File: config.mk
export PLATFORM = sky130hd
export DESIGN_NAME = ex_stage_reg
export DESIGN_NICKNAME = d
export VERILOG_FILES = /design/src/rtl/ex_stage_reg_pkg.sv /design/src/rtl/ex_stage_reg_alu_core.sv /design/src/rtl/ex_stage_reg.sv
export SDC_FILE = /design/constraint.sdc
export NUM_CORES = 1
export LEC_CHECK = 0
export BUFFER_PORTS_ARGS = -buffer_cell sky130_fd_sc_hd__buf_2
export CORE_UTILIZATION = 40
export CTS_CLUSTER_DIAMETER = 120
export DETAILED_ROUTE_END_ITERATION = 10
export GPL_TIMING_DRIVEN = 0
export HOLD_SLACK_MARGIN = 0.12
export PLACE_DENSITY = 0.62
export SYNTH_ARGS = -nofsm -noshare
export SYNTH_HDL_FRONTEND = slang
export SYNTH_SLANG_ARGS = --single-unit
File: constraint.sdc
create_clock -name clk -period 5.25 [get_ports clk]
set_input_delay 0.525 -clock clk [delete_from_list [all_inputs] [get_ports clk]]
set_output_delay 0.525 -clock clk [all_outputs]
set_load 0.03 [all_outputs]
File: src/rtl/ex_stage_reg_pkg.sv
// Shared definitions for the execute stage: ALU operation codes,
// forwarding-select encodings and default datapath widths.
// No logic; imported by ex_stage_reg and ex_stage_reg_alu_core.
package ex_stage_reg_pkg;

   localparam int DEFAULT_DATA_W     = 32;
   localparam int DEFAULT_REG_ADDR_W = 5;

   // ALU operation codes as produced by alu_control
   localparam logic [3:0] OP_AND = 4'b0000;
   localparam logic [3:0] OP_OR  = 4'b0001;
   localparam logic [3:0] OP_ADD = 4'b0010;
   localparam logic [3:0] OP_SUB = 4'b0110;
   localparam logic [3:0] OP_SLT = 4'b0111;
   localparam logic [3:0] OP_NOR = 4'b1100;

   // Forward-select encodings; 2'b11 is reserved and treated as FWD_IDEX
   localparam logic [1:0] FWD_IDEX  = 2'b00;
   localparam logic [1:0] FWD_MEMWB = 2'b01;
   localparam logic [1:0] FWD_EXMEM = 2'b10;

endpackage

File: src/rtl/ex_stage_reg_alu_core.sv
// Purpose: combinational MIPS ALU (AND/OR/ADD/SUB/SLT/NOR), unknown codes give 0.
// Latency: 0 cycles (pure combinational).
// Backpressure: none; the owning pipeline register handles stall/flush.
// Ports: a, b operands; operation code; result, zero (result == 0),
//        overflow (signed overflow of ADD/SUB only).
module ex_stage_reg_alu_core
   import ex_stage_reg_pkg::*;
#(
   parameter int DATA_W = DEFAULT_DATA_W
) (
   input  logic [DATA_W-1:0] a,
   input  logic [DATA_W-1:0] b,
   input  logic [3:0]        operation,
   output logic [DATA_W-1:0] result,
   output logic              zero,
   output logic              overflow
);

   logic [DATA_W-1:0] sum;
   logic [DATA_W-1:0] diff;
   logic              add_ovf;
   logic              sub_ovf;
   logic              slt;

   assign sum  = a + b;
   assign diff = a - b;

   // Signed overflow: ADD when operands share a sign the result lacks;
   // SUB when operand signs differ and the result sign departs from a.
   assign add_ovf = (a[DATA_W-1] == b[DATA_W-1]) && (sum[DATA_W-1]  != a[DATA_W-1]);
   assign sub_ovf = (a[DATA_W-1] != b[DATA_W-1]) && (diff[DATA_W-1] != a[DATA_W-1]);
   assign slt     = $signed(a) < $signed(b);

   always_comb begin
      result   = '0;
      overflow = 1'b0;
      case (operation)
         OP_AND: result = a & b;
         OP_OR:  result = a | b;
         OP_ADD: begin
            result   = sum;
            overflow = add_ovf;
         end
         OP_SUB: begin
            result   = diff;
            overflow = sub_ovf;
         end
         OP_SLT: result = {{(DATA_W-1){1'b0}}, slt};
         OP_NOR: result = ~(a | b);
         default: result = '0;
      endcase
   end

   assign zero = (result == '0);

endmodule

File: src/rtl/ex_stage_reg.sv
// Purpose: MIPS execute stage - operand forwarding, ALU, EX/MEM pipeline register.
// Latency: 1 cycle from ID/EX inputs to EX/MEM outputs.
// Backpressure: stall holds every output; flush loads a bubble and beats stall.
// Ports: clk/rstn (synchronous, active-low); stall/flush from hazard unit;
//        ID/EX operands, immediate, forward selects, memwb_data, rd and
//        controls in; registered result/zero/store data/rd/controls/overflow out.
// Option: define EX_OVERFLOW_TRAP_EN to flag signed ADD/SUB overflow and
//         suppress the instruction's register and memory writes.
module ex_stage_reg
   import ex_stage_reg_pkg::*;
#(
   parameter int DATA_W     = DEFAULT_DATA_W,
   parameter int REG_ADDR_W = DEFAULT_REG_ADDR_W
) (
   input  logic                  clk,
   input  logic                  rstn,
   input  logic                  stall,
   input  logic                  flush,
   input  logic                  in_valid,
   input  logic [3:0]            operation,
   input  logic [DATA_W-1:0]     rs_data,
   input  logic [DATA_W-1:0]     rt_data,
   input  logic [DATA_W-1:0]     imm,
   input  logic                  alu_src,
   input  logic [1:0]            forward_a,
   input  logic [1:0]            forward_b,
   input  logic [DATA_W-1:0]     memwb_data,
   input  logic [REG_ADDR_W-1:0] rd_in,
   input  logic                  reg_write_in,
   input  logic                  mem_read_in,
   input  logic                  mem_write_in,
   output logic                  out_valid,
   output logic [DATA_W-1:0]     out_result,
   output logic                  out_zero,
   output logic [DATA_W-1:0]     out_store_data,
   output logic [REG_ADDR_W-1:0] out_rd,
   output logic                  out_reg_write,
   output logic                  out_mem_read,
   output logic                  out_mem_write,
   output logic                  out_overflow
);

   logic [DATA_W-1:0] fwd_a;
   logic [DATA_W-1:0] fwd_rt;
   logic [DATA_W-1:0] alu_b;
   logic [DATA_W-1:0] alu_result;
   logic              alu_zero;
   logic              alu_ovf;
   logic              trap;

   // Forwarding: the EX/MEM source is this stage's own registered result.
   always_comb begin
      case (forward_a)
         FWD_EXMEM: fwd_a = out_result;
         FWD_MEMWB: fwd_a = memwb_data;
         default:   fwd_a = rs_data;
      endcase
      case (forward_b)
         FWD_EXMEM: fwd_rt = out_result;
         FWD_MEMWB: fwd_rt = memwb_data;
         default:   fwd_rt = rt_data;
      endcase
   end

   assign alu_b = alu_src ? imm : fwd_rt;

   ex_stage_reg_alu_core #(
      .DATA_W (DATA_W)
   ) u_alu (
      .a         (fwd_a),
      .b         (alu_b),
      .operation (operation),
      .result    (alu_result),
      .zero      (alu_zero),
      .overflow  (alu_ovf)
   );

`ifdef EX_OVERFLOW_TRAP_EN
   assign trap = alu_ovf;
`else
   logic unused_alu_ovf;
   assign unused_alu_ovf = alu_ovf;
   assign trap           = 1'b0;
`endif

   always_ff @(posedge clk) begin
      if (!rstn || flush) begin
         out_valid      <= 1'b0;
         out_result     <= '0;
         out_zero       <= 1'b0;
         out_store_data <= '0;
         out_rd         <= '0;
         out_reg_write  <= 1'b0;
         out_mem_read   <= 1'b0;
         out_mem_write  <= 1'b0;
         out_overflow   <= 1'b0;
      end else if (!stall) begin
         // Data fields load even for an invalid slot; only controls are gated.
         out_valid      <= in_valid;
         out_result     <= alu_result;
         out_zero       <= alu_zero;
         out_store_data <= fwd_rt;
         out_rd         <= rd_in;
         out_reg_write  <= in_valid & reg_write_in & ~trap;
         out_mem_read   <= in_valid & mem_read_in;
         out_mem_write  <= in_valid & mem_write_in & ~trap;
         out_overflow   <= trap;
      end
   end

endmodule

==> flow_summary.toml <==
[power]
switching_share = 0.470
internal-power_mw = 1.44
p_per_area_nw_per_um2 = 228
seqPwrFrac = 0.221
clkPwrFrac = 0.202
p_comb_frac = 0.577
ir_drop_uv = 126
switchingPower_mw = 1.28
p_leak_nw = 5.36
p_total_mw = 2.72

[logic_synthesis]
synthCells = 1449
yosysSeqAreaShare = 0.150
ys_types = 87
syn_nets = 1701
syn_area_per_cell_um2 = 6.81
async_flop_share = 0
yosysWarnings = 0
synth_area_um2 = 9860
ys_ff_latch = 74
synth-edff-count = 0
synth-main-ff-cell = "dfxtp_1"

[global_route]
grt_use_total = 0.348
antenna_found_initial = 1
grt_pass1_vias = 11400
grt_max_degree = 12
overflow = 0
grt_pass1_wl_mm = 67.7

[die]
num_rows = 57
dieHeight_um = 159
dieArea_um2 = 25300
core_area_um2 = 24200
die_w_um = 159
start_util = 0.407
io_pins = 225

[critical_path]
cp.arrival_ps = 5440
end_kind = "flop"
critical_path_required_ps = 5510
cp-start-kind = "primary input"
worstPathMaxFanout = 10
path_class = "primary input to flop"
cp_slowest_cell = "or4_1"
crit_chain = "buf_2 > inv_1 > ha_2 > buf_2 > nor2_1 > a21oi_1 > o21a_1 > ha_1 > clkbuf_1 > or3_1 > nor2_1 > and3_1 > o211ai_1 > a41oi_1 > o21ai_1 > a2111oi_0 > o31ai_1 > or4_1 > o32ai_2"
slowest_delay_ps = 570

[timing]
slew_headroom = 0.296
min_period_over_period = 0.986
setup_viol = 0
finalSetupTns_ps = 0
max_slew.worst_pin.slew_ps = 1050
timing_hold_violations_final = 0
fmax_ghz = 0.193
holdWs_ps = 415
fin_skew_ps = 6.51
slew_viol_final = 0
period_needed_ps = 5180

[drt]
via_per_inst = 6.25
wl_mm = 46.4
drt_iter0_drc = 1444
drc = 0
wl_per_cell_um = 23.1
antenna_left = 0
vias = 12600
drt-pass1-iter-count = 7

[clocking]
clockBufferDepth = 2
cts_root_buf = "clkbuf_16"
path_clk_slew_ps = 60
htreeDepth = 3
cts_tree = "yes"
clkSinkCount = 74
clk_latency_ps = 340
cts_buffers = 9

[cells_and_area]
finish.instance_area_um2 = 11900
final_common_cell = "buf_2"
fin_nets = 1934
area_growth_pct = 20.7
final_cells = 2011
mostFrequentLayoutCells = "buf_2 (242), nor2_1 (229), a21oi_1 (160)"
drive_gt1_frac = 0.211

[placed_design]
placed_cells = 1994
routabilityCongestion = 0.968
io_buffers = 221
dpl.hpwl_mm = 38.3
dpl_cell_area_um2 = 11400

[min_path]
hold_path.class = "primary input to flop"

[outcome]
status = "finished clean"

[flow_run]
drv_cap = 0
==> worst max-delay path, delay by kind of cell <==
family | cells | cell delay, ps
AO/OA/AOI/OAI | 8 | 2030
adder cells (fa/ha/maj) | 2 | 700
buffers and inverters | 4 | 650
AND/OR/NAND/NOR | 5 | 1500
==> layout make-up <==
type                       count  area, um2
antenna                        1       2.50
buffer                        98        455
clock buffer                  11        233
clock inverter                 4       20.0
fill                        2586      12300
inverter                     110        413
multi-input combinational   1163       7750
sequential                    74       1480
tap                          324        405
timing repair buffer         226       1140
==> cells by family after synthesis <==
kind of cell,count (synthesis),share of synthesized area
AO/OA/AOI/OAI,542,0.373
AND/OR/NAND/NOR,488,0.231
buffers and inverters,212,0.0850
adder cells (fa/ha/maj),102,0.131
flip-flops,74,0.150
multiplexers,22,0.0225
XOR/XNOR,8,0.00710
other,1,0.000380
==> final timing paths <==
kind | from | to | slack, ps | cells after the start
max | forward_b[0] | out_zero | 70 | 19
min | rd_in[0] | out_rd[0] | 410 | 3
max reg2reg | out_result[0] | out_zero | 430 | 19
min reg2reg | out_store_data[5] | out_store_data[5] | 490 | 2
==> metal layers <==
layer | share of wire | GRT usage
met5 | 0 | 0
met3 | 0.089 | 0.0474
met1 | 0.41 | 0.459
met4 | 0.035 | 0.110
met2 | 0.46 | 0.586
==> state kept, by name, summed over array words and instances, names as in the netlist <==
signal,flops
out_mem_read,1
out_valid,1
out_zero,1
out_store_data,32
out_rd,5
out_mem_write,1
out_reg_write,1
out_result,32
==> what timing repair did <==
item	in CTS	in global routing
buffers inserted	0	5
pin swaps	0	5
hold buffers	0	0
gates resized for setup	36	60
setup endpoints to repair	11	3
==> through the flow <==
| step | utilization | setup WS [ps] |
|---|---|---|
| after floorplan | - | 292 |
| after global placement | 0.469 | -1640 |
| after detailed placement | 0.469 | -1630 |
| after CTS | 0.483 | 9.53 |
| after global routing | 0.491 | -56.7 |
| final | 0.491 | 74.5 |
==> Yosys cell counts (9+ instances only) <==
| cell type | number | share of area |
|---|---|---|
| nand4_1 | 9 | 0.0057 |
| o21bai_1 | 10 | 0.0076 |
| mux2i_1 | 21 | 0.021 |
| buf_2 | 19 | 0.0096 |
| inv_1 | 107 | 0.041 |
| nand3_1 | 19 | 0.0096 |
| nand2b_1 | 11 | 0.0070 |
| o21ai_0 | 66 | 0.033 |
| dfxtp_1 | 74 | 0.15 |
| nor2b_1 | 13 | 0.0082 |
| o31ai_1 | 13 | 0.0099 |
| or3_1 | 9 | 0.0057 |
| o21a_1 | 50 | 0.038 |
| ha_1 | 100 | 0.13 |
| o22ai_1 | 9 | 0.0057 |
| a221oi_1 | 19 | 0.017 |
| nand2_1 | 107 | 0.041 |
| nor2_1 | 229 | 0.087 |
| nor3_1 | 24 | 0.012 |
| a22oi_1 | 76 | 0.058 |
| a31oi_1 | 9 | 0.0057 |
| a221o_1 | 14 | 0.014 |
| clkbuf_1 | 72 | 0.027 |
| nor4_1 | 10 | 0.0063 |
| o211ai_1 | 12 | 0.0091 |
| a21oi_1 | 166 | 0.084 |
| o221ai_1 | 9 | 0.0080 |
| a211oi_1 | 14 | 0.011 |
==> power groups by stage <==
stage	sequential, mW	clock (mW)	combinational (mW)
floorplan	0.646	0	0.953
global placement	0.612	0	1.45
detailed placement	0.612	0	1.46
CTS	0.600	0.545	1.48
global route	0.602	0.572	1.67
finish	0.601	0.548	1.57
No activity file was read; power rests on OpenSTA's default activity.
